### src/rtl/cpu_pkg.sv
// Shared definitions for the accumulator CPU: sequencer states and datapath widths.
package cpu_pkg;

  localparam int unsigned OPCODE_W = 7;
  localparam int unsigned DATA_W   = 8;
  localparam int unsigned INSTR_W  = 15;

  localparam logic [OPCODE_W-1:0] HALT_OPCODE_DEF = 7'h7F;

  // Encoding is architecturally visible on the state port; 3'd7 is unused.
  typedef enum logic [2:0] {
    ST_IDLE   = 3'd0,
    ST_FETCH  = 3'd1,
    ST_DECODE = 3'd2,
    ST_EXEC   = 3'd3,
    ST_MEM    = 3'd4,
    ST_WB     = 3'd5,
    ST_HALT   = 3'd6
  } state_t;

endpackage

### src/rtl/cpu_sequencer.sv
// Multi-cycle FETCH/DECODE/EXEC/MEM/WB sequencer. Gates the control decoder's
// write requests so each architectural write happens in exactly one cycle,
// and adds run/step/halt control plus a retired-instruction counter.
module cpu_sequencer
  import cpu_pkg::*;
#(
  parameter int unsigned          MEM_WAIT    = 1,
  parameter logic [OPCODE_W-1:0]  HALT_OPCODE = HALT_OPCODE_DEF
) (
  input  logic                clk,
  input  logic                rst,
  input  logic                run,
  input  logic                step,
  input  logic [OPCODE_W-1:0] opcode,
  input  logic                dec_la,
  input  logic                dec_lb,
  input  logic                dec_lp,
  input  logic                dec_mem,
  input  logic                dec_mem_we,
  input  logic                dec_flags,
  input  logic                dec_illegal,
  output logic                ir_load,
  output logic                pc_inc,
  output logic                pc_load,
  output logic                LA,
  output logic                LB,
  output logic                mem_we,
  output logic                status_we,
  output logic [2:0]          state,
  output logic                busy,
  output logic                halted,
  output logic                err,
  output logic [15:0]         instr_count
);

  localparam int unsigned CNT_W = (MEM_WAIT > 1) ? $clog2(MEM_WAIT) : 1;

  state_t           state_q;
  logic             step_mode;
  logic [CNT_W-1:0] mem_cnt;
  logic             err_q;

  // Sequencer state, MEM wait counter, retire counter and halt cause.
  always_ff @(posedge clk or posedge rst) begin
    if (rst) begin
      state_q     <= ST_IDLE;
      step_mode   <= 1'b0;
      mem_cnt     <= '0;
      instr_count <= '0;
      err_q       <= 1'b0;
    end else begin
      unique case (state_q)
        ST_FETCH:  state_q <= ST_DECODE;
        ST_DECODE: begin
          if (opcode == HALT_OPCODE) begin
            state_q <= ST_HALT;
            err_q   <= 1'b0;
          end else if (dec_illegal) begin
            state_q <= ST_HALT;
            err_q   <= 1'b1;
          end else begin
            state_q <= ST_EXEC;
          end
        end
        ST_EXEC: begin
          if (dec_mem) begin
            state_q <= ST_MEM;
            mem_cnt <= CNT_W'(MEM_WAIT - 1);
          end else begin
            state_q <= ST_WB;
          end
        end
        ST_MEM: begin
          if (mem_cnt == '0) state_q <= ST_WB;
          else               mem_cnt <= mem_cnt - 1'b1;
        end
        ST_WB: begin
          instr_count <= instr_count + 16'd1;
          state_q     <= (step_mode || !run) ? ST_IDLE : ST_FETCH;
        end
        ST_HALT:   state_q <= ST_HALT;
        // IDLE, and the unused encoding which behaves as IDLE.
        default: begin
          if (run) begin
            state_q   <= ST_FETCH;
            step_mode <= 1'b0;
          end else if (step) begin
            state_q   <= ST_FETCH;
            step_mode <= 1'b1;
          end else begin
            state_q   <= ST_IDLE;
          end
        end
      endcase
    end
  end

  // Write strobes decoded from the registered state, gated by the decoder requests.
  always_comb begin
    ir_load   = 1'b0;
    pc_inc    = 1'b0;
    pc_load   = 1'b0;
    LA        = 1'b0;
    LB        = 1'b0;
    mem_we    = 1'b0;
    status_we = 1'b0;
    busy      = 1'b0;
    halted    = 1'b0;
    unique case (state_q)
      ST_FETCH: begin
        ir_load = 1'b1;
        busy    = 1'b1;
      end
      ST_DECODE: busy = 1'b1;
      ST_EXEC: begin
        status_we = dec_flags;
        busy      = 1'b1;
      end
      ST_MEM: begin
        mem_we = dec_mem_we && (mem_cnt == '0);
        busy   = 1'b1;
      end
      ST_WB: begin
        LA      = dec_la;
        LB      = dec_lb;
        pc_load = dec_lp;
        pc_inc  = !dec_lp;
        busy    = 1'b1;
      end
      ST_HALT: halted = 1'b1;
      default: ;
    endcase
  end

  assign state = state_q;
  assign err   = err_q;

endmodule

### config.mk
export PLATFORM = sky130hd
export DESIGN_NAME = cpu_sequencer
export DESIGN_NICKNAME = d
export VERILOG_FILES = /design/src/rtl/cpu_pkg.sv /design/src/rtl/cpu_sequencer.sv
export SDC_FILE = /design/constraint.sdc
export NUM_CORES = 1
export LEC_CHECK = 0
export CAP_MARGIN = 20
export CORE_MARGIN = 4
export CORE_UTILIZATION = 42
export DETAILED_ROUTE_END_ITERATION = 7
export MAX_ROUTING_LAYER = met4
export PLACE_DENSITY = 0.79
export SETUP_SLACK_MARGIN = 0.1
export SYNTH_ARGS = -nofsm -noshare
export SYNTH_HDL_FRONTEND = slang
export SYNTH_SLANG_ARGS = --single-unit
### constraint.sdc
create_clock -name clk -period 1.81 [get_ports clk]
set_input_delay 0.362 -clock clk [delete_from_list [all_inputs] [get_ports clk]]
set_output_delay 0.362 -clock clk [all_outputs]
set_load 0.01 [all_outputs]
== Yosys cells after proc, flatten, opt, wreduce, memory -nomap -nowiden ==
Cells that the tools add are included.

* Register bits: 22
* Bits of input ports: 18
* Output and inout port bits: 29
* Logic and storage cells: 54

* $add $sub $neg: 2
* Equality and inequality tests: 9
* Mux-type cells: 24
* Bitwise gates (word level): 2
* Reductions and logical operators: 12

{| class="wikitable"
|+ Operator list
! kind !! number
|-
| two-way mux 1 bit || 19
|-
| case mux 3 bit (6 select lines) || 1
|-
| adder 16 x 1 -> 16 bit, second input constant || 1
|-
| == test 3 bit, second input constant || 3
|-
| two-way mux 3 bit || 3
|-
| == test 7 bit, second input constant || 1
|-
| == test 3 x 2 -> 1 bit, second input constant || 2
|-
| AND reduction 2 bit || 3
|-
| nonzero test 2 bit || 3
|-
| OR reduction 6 bit || 1
|-
| OR reduction 5 bit || 1
|-
| != test 2 bit, second input constant || 2
|-
| == test 3 x 1 -> 1 bit, second input constant || 1
|-
| zero test 1 bit || 2
|-
| inverter 1 bit || 2
|-
| case mux 1 bit (2 select lines) || 1
|-
| logical AND 1 bit || 1
|-
| logical OR 1 bit || 1
|-
| subtractor 1 bit, second input constant || 1
|}

== Logic depth before layout (Yosys ltp) ==
* Depth after elaboration: 4
* Depth in mapped cells: 5
* Depth with buffers taken out: 5

== Worst setup path after synthesis ==
OpenSTA, ideal clock, no wires.

* Kind: flip-flop to output port
* Start point: register state_q[1] (netlist: state[1])
* End point: output port mem_we
* Arrival: 1137 ps
* Required time: 1448 ps
* Slack: 311 ps
* Cell stages (with the launch flop): 4
* Buffers on the path: 1
* Cells stage by stage: dfrtp_1 > clkbuf_1 > nand2b_1 > nor3b_1

* Cells in the longest elaborated chain, start to end: 2

{| class="wikitable"
|+ Ends and longest elaborated chain
! what !! line !! text
|-
| start: declaration || cpu_sequencer.sv:38 || <nowiki>state_t state_q;</nowiki>
|-
| start signal: assignment || cpu_sequencer.sv:79 || <nowiki>state_q <= (step_mode || !run) ? ST_IDLE : ST_FETCH;</nowiki>
|-
| == test 3 bit || cpu_sequencer.sv:109 || <nowiki>unique case (state_q)</nowiki>
|-
| two-way mux 1 bit || cpu_sequencer.sv:109 ||
|-
| end: declaration || cpu_sequencer.sv:27 || <nowiki>output logic mem_we,</nowiki>
|}

No other way between the ends.

== Final worst setup path ==
* Start point: register state_q[2] (netlist: state[2])
* End point: output port status_we

* Cells in the longest elaborated chain, start to end: 2

{| class="wikitable"
|+ Ends and longest elaborated chain
! what !! line !! text
|-
| == test 3 x 2 -> 1 bit || cpu_sequencer.sv:109 ||
|-
| two-way mux 1 bit || cpu_sequencer.sv:109 ||
|-
| end: declaration || cpu_sequencer.sv:28 || <nowiki>output logic status_we,</nowiki>
|}

No other way between the ends.

==> results_dict.tcl <==
set metrics [dict create \
    status "complete, no violations" \
    relSlewSlack 0.803 \
    post_synth_design_cell_area_um2 1110 \
    dr_wl_met2_um 1600 \
    cts_tree "yes" \
    maximum_clock_path_buffer_count 2 \
    grt_pass1_vias 1167 \
    routed.top_layer "met4" \
    initial_core_util 0.444 \
    crit_path_cell_trace "buf_4 > buf_6 > inv_2 > and4_1 > buf_2" \
    crit_start "state[2]" \
    drv.max_cap_violation_count 0 \
    synth.lib_cells_used.distinct 31 \
    leakagePower_nw 0.950 \
    gp_congestion 0.747 \
    rsz0062_at_grt "true" \
    timing.final.hold_violations 0 \
    post-route-drc-count 0 \
    synth-seq-cells 21 \
    design.portCount 47 \
    wl_met3_um 226 \
    globalRoute.totalOverflow 0 \
    floorplan.die.height_um 59.4 \
    slew_violations 0 \
    route.layer.met1.wl_um 1200 \
    detailed_place_hpwl_um 2010 \
    rows 18 \
    crit_type "register to output pin" \
    grt_max_degree 22 \
    final.hold.worst_slack_ns 0.386 \
    timing.final.crit_period_ns 1.74 \
    n_antenna_cell 0 \
    full_die_area_um2 3530 \
    power-per-cell-area_nw_per_um2 1300 \
    synthToLayoutAreaGrowth_pct 73.9 \
    postCtsHoldBufs 0 \
    cts_num_sinks 21 \
    timing.hold.worst.class "primary input to async pin" \
    wirelength_um 3110 \
    root_buffer "clkbuf_4" \
    cp-end-kind "output pin" \
    critPathSlowestCell "dfrtp_1" \
    detailedRoute.firstIterationViolations 26 \
    vias_per_cell 5.12 \
    timing.fmax_mhz 575 \
    crit_path_max_incr_delay_ns 0.43 \
    drt-pass1-iter-count 4 \
    number_of_cells_produced_by_synthesis 109 \
    worst-endpoint-required_ns 1.45 \
    core_area_um2 2500 \
    cts.reportedPaths.clkPinSlew_ns 0.12 \
    post_layout_nonfiller_instances 219 \
    final_area_um2 1930 \
    clk_latency_worst_skew_pair_ns 0.31 \
    portion_of_the_post_synthesis_area_used_by_sequential_elements 0.473 \
    post_route_antenna_net_violation_count 0 \
    launch_instance_of_the_worst_register_to_register_path "state[1]" \
    antenna_found_initial 0 \
    grt_util_all_layers 0.191 \
    finalSetupTns_ns 0 \
    number_of_buffers_added_on_ports 46 \
    post_route_cells_drive_above_1_share 0.365 \
    syn-num-nets 128 \
    critical_path_peak_fanout 5 \
    cp_data_arrival_time_ns 1.38 \
    postSynthAreaPerCell_um2 10.2 \
    worst_setup_path_start_kind "register" \
    dp.cells 192 \
    period_share 0.962 \
    cts_max_level 1 \
    grt_pass1_wl_um 5030 \
    max_slew.worst_pin.slew_ns 0.293 \
    finish.net_count 209 \
    vias 1122 \
    timing.clock.skew_ns 0.00572 \
    yosys_warnings 0 \
    detailed_place.area_um2 1670 \
    final-setup-viol-count 0 \
    wl_per_cell_um 14.2 \
    ir_drop_mv 1.05 \
    cts-buffers-inserted 3 \
    post_layout_utilization_of_the_core 0.773 \
    dieWidth_um 59.4 \
]
registers in the layout (all words and copies together) (netlist names):
signal       cells
instr_count     16
err              1
step_mode        1
state            3
layer usage:
metal  vias to the layer above  global-route usage
met3                         9              0.0305
li1                        539                   -
met5                         -                   -
met4                         0              0.0777
met1                       515               0.212
met2                        59               0.335
synthesized netlist by cell type:
library cell  number  area share
dfrtp_1           21        0.47
clkbuf_1           1      0.0034
a21oi_1            7       0.032
nor3b_1            1      0.0068
o21ba_2            1      0.0090
nand2b_1           3       0.017
inv_1              4       0.014
a211oi_1           1      0.0068
and2_1             4       0.023
ha_1               1       0.011
and3_1             2       0.011
nand3_1            9       0.041
and4_1             2       0.016
nand2_1            9       0.030
nor3_1             2      0.0090
or2_4              1      0.0079
o21ai_0            1      0.0045
buf_2              2      0.0090
xor2_1             7       0.055
a221oi_1           1      0.0079
xnor2_1            8       0.063
nor4_4             2       0.038
nand4_2            1       0.011
nand3b_1           1      0.0068
and3b_1            1      0.0079
nor3_2             1      0.0090
nor2_1             9       0.030
a31oi_1            1      0.0056
a21boi_0           1      0.0068
nand3b_4           1       0.018
nand4_1            3       0.017
timing repair:
item	CTS	global route
buffers inserted	11	12
gates resized for setup	48	17
endpoints found under the setup margin	13	20
endpoints found under the hold margin	0	0
pin swaps	1	3
final timing paths:
check                                   to  slack (ns)  cells past startpoint
max reg2reg                       state[1]        0.09                     11
min reg2reg                instr_count[15]        0.48                      1
min                               state[0]        0.39                      3
max                              status_we        0.07                      5
max in group asynchronous  instr_count[10]        1.18                      3
min in group clk           instr_count[15]        0.48                      1
area by class of cell:
| type | instances | area (um^2) |
|---|---|---|
| multi-input combinational | 81 | 608 |
| clock buffer | 3 | 22.5 |
| timing repair buffer | 79 | 712 |
| sequential | 21 | 532 |
| clock inverter | 1 | 5.00 |
| inverter | 4 | 15.0 |
| tap | 30 | 37.5 |
| fill | 173 | 568 |
power by group:
part | total (mW) | internal, mW | switching, mW
sequential | 0.681 | 0.580 | 0.101
combinational | 1.59 | 0.904 | 0.686
clock | 0.231 | 0.0825 | 0.148
placed cells by master (no fill, tap or decap), types with 2 or more instances in the layout:
master,n
clkbuf_4,3
xnor2_1,8
nand2_1,8
dfrtp_2,5
nand4_1,3
xor2_1,7
nand2b_4,2
inv_1,3
buf_6,8
and2_1,3
clkdlybuf4s50_1,34
buf_2,5
dfrtp_1,16
clkbuf_2,3
and4_1,2
nor2_1,7
a21oi_1,6
nand3_1,9
dlygate4sd2_1,3
and3_1,2
nor4_4,2
buf_4,24
cells by family (layout without fill, tap and decap cells):
family | after synthesis | after routing | synth area share
and+or+nand+nor | 52 | 52 | 0.300
DFF | 21 | 21 | 0.473
xor gates and xnor gates | 15 | 15 | 0.118
AOI/OAI and AO/OA | 13 | 13 | 0.0721
buffers and inverters | 7 | 87 | 0.0259
adders and majority gates | 1 | 1 | 0.0113
worst max-delay path: cells and delay by family, from the launching register on:
family	cells	cell delay [ns]
AND/OR/NAND/NOR	1	0.18
flip-flops	1	0.43
buffers and inverters	4	0.46
per-stage QoR:
step	total power [mW]	setup slack [ns]
6_report	2.50	0.0694
5_1_grt	2.65	0.00425
4_1_cts	2.23	0.0421
3_5_place_dp	1.77	-0.0824
3_3_place_gp	1.75	-0.0826
2_1_floorplan	1.21	0.311
No activity file was read; power rests on OpenSTA's default activity.
==> patch (same settings) <==
`OPCODE_W`: 7 -> 9.
--- a/src/rtl/cpu_pkg.sv
+++ b/src/rtl/cpu_pkg.sv
@@ -1,7 +1,7 @@
 // Shared definitions for the accumulator CPU: sequencer states and datapath widths.
 package cpu_pkg;
 
-  localparam int unsigned OPCODE_W = 7;
+  localparam int unsigned OPCODE_W = 9;
   localparam int unsigned DATA_W   = 8;
   localparam int unsigned INSTR_W  = 15;
 
Ports: changed (resized opcode); port bits go from 47 to 49. The function was not compared with the original's and may differ.
==> patch against the unedited design <==
Sequential cell count did not move. Total power fell by 16%. Sequential share of layout area rose by 1.9 points. Critical path depth fell by 1. Area after synthesis rose by 3.3%. Core utilization fell by 5.6 points. Final area fell by 5.6%. Count of clock-buffer cells in the layout rose by 1. Routed wire length fell by 7.9%. Setup slack got worse by 0.015 ns. Highest routed layer unchanged. Critical endpoint is now mem_we.
==> patch: results <==
logic_synthesis:
  synthTopCellsByCount: "21 x dfrtp_1, 14 x nand2_1, 10 x nor2_1, 10 x xnor2_1, 8 x nand4_1"
  synth.avg_cell_area_um2: 9.64
  synth-seq-area-share: 0.458
  syn-num-nets: 140
  synth_compound_area_frac: 0.0818
  synthAdderAreaFrac: 0.0109
  synth_cell_types: 35
sta:
  clock_skew_ns: 0.0113
cells_and_area:
  synthToLayoutAreaGrowth_pct: 58.9
  inv_count: 3
  sh_seq_area: 0.294
  final-nonclk-buf-share: 0.318
  nNonClkBuffers: 64
  drive_above_1_share: 0.253
  stdcell_count: 212
  flops_and_latches: 21
  nClkBuffers: 4
place:
  gp_congestion: 0.856
  dp.cells: 203
  placed_cell_area_mm2: 0.00174
die:
  core_area_mm2: 0.00254
power:
  p_comb_frac: 0.554
  power.leakage_nw: 0.817
  ir_drop_v: 0.000827
route:
  wl_met3_um: 153
  wl_met2_um: 1510
  drtPass1Iterations: 3
outcome:
  status: "finished clean"
global_route:
  grt_pass1_wl_um: 4860
setup_path:
  worstPathMaxFanout: 3
## patch: logic make-up (layout without fill, tap and decap cells)
kind of cell	count (synthesis)	in the layout
AO/OA/AOI/OAI	15	15
XOR/XNOR	15	15
adder cells (fa/ha/maj)	1	1
buffers and inverters	8	71
flip-flops	21	21
multiplexers	1	1
AND/OR/NAND/NOR	58	58
## patch: through the flow
| step | setup slack (ns) | total power [W] |
|---|---|---|
| floorplan | 0.210 | 0.00120 |
| global placement | -0.206 | 0.00174 |
| global route | -0.0196 | 0.00225 |
| finish | 0.0543 | 0.00210 |
| detailed placement | -0.215 | 0.00177 |
| CTS | 0.0281 | 0.00208 |
## patch: what timing repair did
item                       in CTS  in global routing
gates cloned                    0                  0
buffers inserted                5                  1
pin swaps                       4                  2
setup endpoints to repair      16                 17
hold endpoints to repair        0                  0
resized for setup              46                 13
## patch: per-layer routing
layer | track usage | vias up
li1 | - | 541
met1 | 0.207 | 521
met2 | 0.324 | 34
met3 | 0.0194 | 2
met4 | 0.0665 | 0
met5 | - | -
## patch: worst paths after layout
kind | start | to | slack (ns) | cells past startpoint
max in group asynchronous | rst | instr_count[0]$_DFFE_PP0P_ | 1.21 | 3
min in group clk | instr_count[15]$_DFFE_PP0P_ | instr_count[15]$_DFFE_PP0P_ | 0.49 | 1
min reg2reg | instr_count[15]$_DFFE_PP0P_ | instr_count[15]$_DFFE_PP0P_ | 0.49 | 1
min | rst | state[1]$_DFF_PP0_ | 0.37 | 3
max reg2reg | state[1]$_DFF_PP0_ | instr_count[15]$_DFFE_PP0P_ | 0.16 | 6
max | state[1]$_DFF_PP0_ | mem_we | 0.05 | 4
## patch: critical path: cells and delay by family (launching register included)
kind                   cells  cell delay [ns]
buffers and inverters      3             0.41
DFF                        1             0.44
and+or+nand+nor            1             0.24
